[config.mk]
export PLATFORM = sky130hd
export DESIGN_NAME = bus_cycle_controller
export DESIGN_NICKNAME = d
export VERILOG_FILES = /design/src/rtl/bus_cycle_controller.sv
export SDC_FILE = /design/constraint.sdc
export NUM_CORES = 1
export LEC_CHECK = 0
export ABC_AREA = 0
export BUFFER_PORTS_ARGS = -buffer_cell sky130_fd_sc_hd__buf_2
export CAP_MARGIN = 20
export CORE_AREA = 2 2 61 63
export DETAILED_ROUTE_END_ITERATION = 8
export DIE_AREA = 0 0 63 65
export PLACE_DENSITY = 0.83
export SYNTH_ARGS = -nofsm -noshare
export SYNTH_HDL_FRONTEND = slang
export SYNTH_SLANG_ARGS = --single-unit
[constraint.sdc]
create_clock -name CLK -period 2.35 [get_ports CLK]
set_input_delay 0.3525 -clock CLK [delete_from_list [all_inputs] [get_ports CLK]]
set_output_delay 0.3525 -clock CLK [all_outputs]
set_load 0.05 [all_outputs]
[src/rtl/bus_cycle_controller.sv]
// Bus cycle terminator for the 68000 on Mackerel-10: per-region wait states, expansion
// handshake, IACK autovectoring, bus-error watchdog and the reset-vector BOOT overlay.
module bus_cycle_controller #(
    parameter int ROM_WAIT     = 2,
    parameter int RAM_WAIT     = 0,
    parameter int IO_WAIT      = 4,
    parameter int BERR_TIMEOUT = 64,
    parameter int BOOT_CYCLES  = 4
) (
    input  logic       CLK,
    input  logic       RST,
    input  logic       AS,
    input  logic       RW,
    input  logic [2:0] FC,
    input  logic       ROM_SEL,
    input  logic       RAM_SEL,
    input  logic       IO_SEL,
    input  logic       EXP_SEL,
    input  logic       EXP_DTACK,
    output logic       DTACK,
    output logic       VPA,
    output logic       BERR,
    output logic       BOOT,
    output logic       CYCLE_END
);

    localparam logic [2:0] S_IDLE  = 3'd0;
    localparam logic [2:0] S_WAIT  = 3'd1;
    localparam logic [2:0] S_EXT   = 3'd2;
    localparam logic [2:0] S_NOSEL = 3'd3;
    localparam logic [2:0] S_ACK   = 3'd4;
    localparam logic [2:0] S_FAULT = 3'd5;

    localparam logic [7:0] ROM_N     = 8'(ROM_WAIT);
    localparam logic [7:0] RAM_N     = 8'(RAM_WAIT);
    localparam logic [7:0] IO_N      = 8'(IO_WAIT);
    localparam logic [7:0] TMO_LAST  = 8'(BERR_TIMEOUT - 1);
    localparam logic [7:0] BOOT_LAST = 8'(BOOT_CYCLES - 1);

    logic [2:0] state_q, state_d;
    logic [7:0] wcnt_q, wcnt_d;
    logic [7:0] tcnt_q, tcnt_d;
    logic [7:0] bcnt_q, bcnt_d;
    logic       iack_q, iack_d;
    logic       boot_q, boot_d;
    logic       dtack_q, dtack_d;
    logic       vpa_q, vpa_d;
    logic       berr_q, berr_d;
    logic       cend_q, cend_d;
    logic       exp_s1_q, exp_s1_d;
    logic       exp_s2_q, exp_s2_d;

    // RW carries no information this block needs; kept on the port for board compatibility.
    logic rw_unused;
    assign rw_unused = RW;

    always_comb begin
        state_d  = state_q;
        wcnt_d   = wcnt_q;
        tcnt_d   = tcnt_q;
        bcnt_d   = bcnt_q;
        iack_d   = iack_q;
        boot_d   = boot_q;
        dtack_d  = dtack_q;
        vpa_d    = vpa_q;
        berr_d   = berr_q;
        cend_d   = 1'b0;
        exp_s1_d = EXP_DTACK;
        exp_s2_d = exp_s1_q;
        case (state_q)
            S_IDLE: begin
                if (!AS) begin
                    tcnt_d = 8'd0;
                    wcnt_d = 8'd0;
                    iack_d = 1'b0;
                    // IACK reuses WAIT with no delay so VPA lands one edge after decode.
                    if (FC == 3'b111) begin
                        state_d = S_WAIT;
                        iack_d  = 1'b1;
                    end else if (ROM_SEL) begin
                        state_d = S_WAIT;
                        wcnt_d  = ROM_N;
                    end else if (RAM_SEL) begin
                        state_d = S_WAIT;
                        wcnt_d  = RAM_N;
                    end else if (IO_SEL) begin
                        state_d = S_WAIT;
                        wcnt_d  = IO_N;
                    end else if (EXP_SEL) begin
                        state_d = S_EXT;
                    end else begin
                        state_d = S_NOSEL;
                    end
                end
            end
            S_WAIT, S_EXT, S_NOSEL: begin
                if (AS) begin
                    state_d = S_IDLE;
                end else if (state_q == S_WAIT && wcnt_q == 8'd0) begin
                    state_d = S_ACK;
                    if (iack_q) vpa_d = 1'b0;
                    else        dtack_d = 1'b0;
                end else if (state_q == S_EXT && !exp_s2_q) begin
                    state_d = S_ACK;
                    dtack_d = 1'b0;
                end else if (tcnt_q == TMO_LAST) begin
                    state_d = S_FAULT;
                    berr_d  = 1'b0;
                end else begin
                    tcnt_d = tcnt_q + 8'd1;
                    if (state_q == S_WAIT) wcnt_d = wcnt_q - 8'd1;
                end
            end
            S_ACK, S_FAULT: begin
                if (AS) begin
                    // Only DTACK-terminated cycles advance the boot overlay count.
                    if (!dtack_q && boot_q) begin
                        bcnt_d = bcnt_q + 8'd1;
                        if (bcnt_q == BOOT_LAST) boot_d = 1'b0;
                    end
                    dtack_d = 1'b1;
                    vpa_d   = 1'b1;
                    berr_d  = 1'b1;
                    cend_d  = 1'b1;
                    state_d = S_IDLE;
                end
            end
            default: state_d = S_IDLE;
        endcase
    end

    always_ff @(posedge CLK) begin
        if (!RST) begin
            state_q  <= S_IDLE;
            wcnt_q   <= 8'd0;
            tcnt_q   <= 8'd0;
            bcnt_q   <= 8'd0;
            iack_q   <= 1'b0;
            boot_q   <= 1'b1;
            dtack_q  <= 1'b1;
            vpa_q    <= 1'b1;
            berr_q   <= 1'b1;
            cend_q   <= 1'b0;
            exp_s1_q <= 1'b1;
            exp_s2_q <= 1'b1;
        end else begin
            state_q  <= state_d;
            wcnt_q   <= wcnt_d;
            tcnt_q   <= tcnt_d;
            bcnt_q   <= bcnt_d;
            iack_q   <= iack_d;
            boot_q   <= boot_d;
            dtack_q  <= dtack_d;
            vpa_q    <= vpa_d;
            berr_q   <= berr_d;
            cend_q   <= cend_d;
            exp_s1_q <= exp_s1_d;
            exp_s2_q <= exp_s2_d;
        end
    end

    assign DTACK     = dtack_q;
    assign VPA       = vpa_q;
    assign BERR      = berr_q;
    assign BOOT      = boot_q;
    assign CYCLE_END = cend_q;

endmodule

---- Word level (Yosys, flattened, before mapping) ----
Cells that the tools add are included.
operators by class
  bitwise operators ....................... 1
  reductions and logical operators ........ 21
  mux-type cells .......................... 46
  $add $sub $neg .......................... 3
  equality and inequality tests ........... 21
operators with widths
  operator                                              number
  two-way mux 8 bit                                     11
  case mux 8 bit (2 select lines)                       2
  two-way mux 3 bit                                     10
  inequality test 2 bit (second input constant)         10
  adder 8 x 1 -> 8 bit (second input constant)          2
  two-way mux 1 bit                                     15
  AND reduction 6 bit                                   2
  AND reduction 5 bit                                   2
  equality test 3 bit (second input constant)           3
  case mux 3 bit (3 select lines)                       1
  equality test 8 x 2 -> 1 bit (second input constant)  1
  equality test 8 x 6 -> 1 bit (second input constant)  1
  zero test 8 bit                                       1
  two-way mux 2 bit                                     4
  subtractor 8 x 1 -> 8 bit (second input constant)     1
  AND reduction 7 bit                                   1
  equality test 3 x 2 -> 1 bit (second input constant)  2
  inequality test 3 bit (second input constant)         2
  case mux 1 bit (2 select lines)                       3
  AND reduction 3 bit                                   2
  inequality test 5 bit (second input constant)         1
  AND reduction 2 bit                                   2
  AND reduction 4 bit                                   1
  nonzero test 2 bit                                    2
  7 further kinds                                       10
word-level totals
  bits of input ports ..................... 12
  output and inout port bits .............. 5
  word-level logic and storage cells ...... 104
  bits in registers ....................... 35

---- Longest topological paths before layout ----
  depth in word-level cells ............... 7
  depth in mapped cells ................... 7
  mapped depth without buffers ............ 7

---- Worst setup path after synthesis ----
No wires, ideal clock.
  path kind ............................... register to register
  start ................................... register wcnt_q[0]
  end ..................................... register wcnt_q[5]
  path buffers ............................ 0
  library setup time ...................... 0.075 ns
  period minus slack after synthesis ...... 1.889 ns
  required time ........................... 2.275 ns
  slack ................................... 0.461 ns
  cell stages (with the launch flop) ...... 8
  data arrival time ....................... 1.814 ns
  cell sequence ........................... dfxtp_1 inv_1 ha_1 or3b_2 nor3_2 or4_4 or3_1 a31oi_1
between the ends
  longest elaborated chain between the ends .. 7
  elaborated cells on any way between the ends .. 11
  classes of those cells .................. add/sub (1); eq/ne (1); mux (6); reduce/logical (3)
ends and longest elaborated chain
  item                             RTL line  text
  start, declared                  41        logic [7:0] wcnt_q, wcnt_d;
  start signal, assigned           148       wcnt_q <= wcnt_d;
  subtractor 8 x 1 -> 8 bit        111       if (state_q == S_WAIT) wcnt_d = wcnt_q - 8'd1;
  two-way mux 8 bit                111
  two-way mux 8 bit                106       end else if (tcnt_q == TMO_LAST) begin
  two-way mux 8 bit                103       end else if (state_q == S_EXT && !exp_s2_q) begin
  two-way mux 8 bit                99        end else if (state_q == S_WAIT && wcnt_q == 8'd0) begin
  two-way mux 8 bit                97        if (AS) begin
  case mux 8 bit (2 select lines)  70        case (state_q)
Parallel ways exist; a longest one is shown, timed or not. The select of a mux whose other input is x is not followed.
A chain may end at the register's enable or synchronous reset.

---- Final worst setup path ----
  start ................................... register wcnt_q[0]
  end ..................................... register wcnt_q[0]
Same word-level chain as after synthesis.

==> results.toml <==
[power]
clkPwrFrac = 0.264
peakVddDrop_mv = 0.663
p_per_area_nw_per_um2 = 831
leakage_nw = 0.777
switching_share = 0.352
intPower_mw = 1.11
seq_power_share = 0.395
p_sw_mw = 0.603
p_comb_frac = 0.341

[clock_tree]
cts-root-buf = "clkbuf_4"
cts_buffers = 5
cts_hold_buf = 0
insertion_delay_ns = 0.35
h-tree-depth = 2
cts_setup_buffers = 0
cts_tree = "yes"
cts.clk_slew.worst_paths_ns = 0.10
cts.repair.resized = 0
clockBufferDepth = 2
cts_sinks = 35

[synthesis]
synth_ff_type = "dfxtp_1"
synth_enable_flop_cells = 0
synthSimpleGateAreaFrac = 0.307
synth_top_area_cell = "dfxtp_1"
syn_area_per_cell_um2 = 8.15
syn_area_um2 = 1830
synth-xor-area-share = 0.0334
synth_area_leaders = "dfxtp_1, nor2_1, nand3_1, nand2_1, o21ai_0"
synth-adder-area-share = 0.0205
synth_seq_cells = 35
synth_compound_area_frac = 0.195
synth_cells = 225
synth_top_area_frac = 0.382
synth_top_family_by_area = "simple AND/OR/NAND/NOR gates"
async_reset_ff_frac = 0
yosys_warnings = 0
synth_cell_types = 53
synth-seq-area-share = 0.382
synth_mux_area_frac = 0.0273
syn-num-nets = 240

[grt]
grt_max_degree = 27
grt_pass1_wl_mm = 6.65
grt.overflow.total = 0
antenna_found_initial = 0
grt_pass1_vias = 1504
track_usage = 0.207

[min_path]
worstHoldEndpoint = "exp_s1_q"
worstHoldPathType = "input pin to flip-flop"
whs_path_depth = 2
min_from = "EXP_DTACK"

[worst_setup_path]
cp_slowest_stage_delay_ns = 0.49
required_ns = 2.57
worstPathCellList = "inv_1 -> ha_1 -> or3b_2 -> nor3_2 -> o21a_2 -> nor2_1 -> mux2i_1"
critPathBufInv = 1
reg2regPathDepth = 7
slowest_stage = "or3b_2"
timing.rr.end = "wcnt_q[0]"
critPathTopFamily = "simple AND/OR/NAND/NOR gates"
rrSetupSlack_ns = 0.27
cp-start-kind = "flip-flop"
arrival_ns = 2.30
critPathMaxFanout = 7
cp-end-kind = "flip-flop"
criticalPathCategory = "flip-flop to flip-flop"
crit-reg2reg-launch = "wcnt_q[0]"

[sta]
setup_tns_ns = 0
setup_violations = 0
fin_crit_sh = 0.885
tightest_slew_ns = 0.548
hold_ws_ns = 0.188
maxSlewViolCount = 0
max_freq_mhz = 481
relSlewSlack = 0.631
period_needed_ns = 2.08
hold_viol = 0
rsz0062_at_grt = "no"
fin_skew_ns = 0.0142

[final_layout]
syn2layout_area_growth_pct = 12.6
antenna_cells = 0
drive_gt1_frac = 0.163
nets = 260

[flow_run]
cap_violations = 0

[route]
vias = 1696
vias_per_cell = 5.77
dr.pass1.iters = 4
ant_nets = 0
drc_errors = 0
top_layer_used = "met4"
post_drt_wl_per_cell_um = 13.7
wl_met1_mm = 1.94
dr_wl_met2_mm = 1.80
dr_wl_met3_um = 215
routed_wl_mm = 4.01
drt_iter0_markers = 54

[place]
port_buffers = 15
place_hpwl_mm = 2.91
gp_congestion = 0.858

[outcome]
status = "finished clean"

[floorplan]
die_area_um2 = 4100
io-pin-count = 17
start_util = 0.524
dieHeight_um = 65
core_area_um2 = 3500
num_rows = 22
die_w_um = 63
==> layout by cell type (no fill, tap or decap), types with 7 or more instances in the layout <==
cell / Yosys / routed
buf_4: 0 / 7
nand2_1: 18 / 18
o21ai_0: 12 / 12
nor3_1: 8 / 8
dfxtp_1: 35 / 35
buf_2: 2 / 15
nand3_1: 15 / 15
nor2_1: 29 / 29
a21oi_1: 9 / 9
==> per-layer routing <==
metal  GRT usage  up-vias
met4      0.0778        0
li1            -      868
met5           0        -
met1       0.272      779
met2       0.332       42
met3      0.0469        7
==> worst register-to-register path, cell delays in order, from the launching register on <==
cell,delay (ns)
dfxtp_1,0.34
inv_1,0.08
ha_1,0.20
or3b_2,0.49
nor3_2,0.33
o21a_2,0.28
nor2_1,0.10
mux2i_1,0.15
==> power by group through the flow <==
stage               Combinational (mW)  Sequential, mW  Clock [mW]
finish                           0.584           0.677       0.453
global route                     0.645           0.685       0.490
CTS                              0.575           0.675       0.463
detailed placement               0.570           0.689           0
global placement                 0.563           0.686           0
floorplan                        0.440           0.678           0
==> layout make-up <==
cell class	count	area, um^2
sequential	35	701
timing repair buffer	22	128
multi-input combinational	176	1070
tap	48	60.1
clock inverter	2	35.0
inverter	5	18.8
fill	325	1430
clock buffer	6	51.3
==> cell families (layout without fill, tap and decap cells) <==
group / count (synthesis) / after routing
AOI/OAI and AO/OA: 53 / 53
xor gates and xnor gates: 7 / 7
adders and majority gates: 3 / 3
DFF: 35 / 35
and+or+nand+nor: 108 / 108
muxes: 5 / 5
buffers and inverters: 14 / 35
==> through the flow <==
| stage | std cells | util | total power [mW] | worst slack, ns | cell area, um^2 |
|---|---|---|---|---|---|
| after floorplan | 225 | - | 1.12 | 0.461 | 1830 |
| after global placement | 286 | 0.565 | 1.25 | 0.355 | 1980 |
| after detailed placement | 286 | 0.565 | 1.26 | 0.318 | 1980 |
| after CTS | 294 | 0.590 | 1.71 | 0.300 | 2060 |
| after global routing | 294 | 0.590 | 1.82 | 0.161 | 2060 |
| final | 294 | 0.590 | 1.71 | 0.271 | 2060 |
==> worst max path at each step <==
stage               startpoint   endpoint  slack, ns  depth (start not counted)
floorplan            wcnt_q[0]  wcnt_q[5]       0.46                          7
global placement     wcnt_q[0]  wcnt_q[5]       0.36                          7
detailed placement   wcnt_q[0]  wcnt_q[5]       0.32                          7
CTS                  wcnt_q[0]  wcnt_q[5]       0.30                          7
global route         wcnt_q[0]  wcnt_q[0]       0.16                          7
finish               wcnt_q[0]  wcnt_q[0]       0.27                          7
==> cells in the mapped netlist, types with 2 or more instances <==
| cell | n |
|---|---|
| xnor2_1 | 2 |
| ha_1 | 3 |
| nor3_1 | 8 |
| o211ai_1 | 3 |
| nand4b_1 | 2 |
| mux2i_1 | 5 |
| xor2_1 | 5 |
| dfxtp_1 | 35 |
| or2_2 | 2 |
| or3_1 | 2 |
| nand2b_1 | 4 |
| nand3_1 | 15 |
| nor3b_1 | 3 |
| o31a_1 | 2 |
| buf_2 | 2 |
| o21ai_0 | 12 |
| a31oi_1 | 5 |
| nand3b_1 | 3 |
| clkbuf_1 | 6 |
| inv_1 | 4 |
| a21o_1 | 3 |
| a21oi_1 | 9 |
| o31ai_1 | 3 |
| or4_1 | 2 |
| nor2_1 | 29 |
| nand4_1 | 4 |
| nor4_1 | 4 |
| a211oi_1 | 3 |
| and3_1 | 4 |
| nand2_1 | 18 |
==> state kept, by name, summed over array words and instances (netlist names) <==
signal and count:
exp_s2_q 1, CYCLE_END 1, wcnt_q 8, BERR 1
exp_s1_q 1, state_q 3, iack_q 1, DTACK 1
bcnt_q 8, VPA 1, tcnt_q 8, BOOT 1
(Power assumes the default switching activity.)
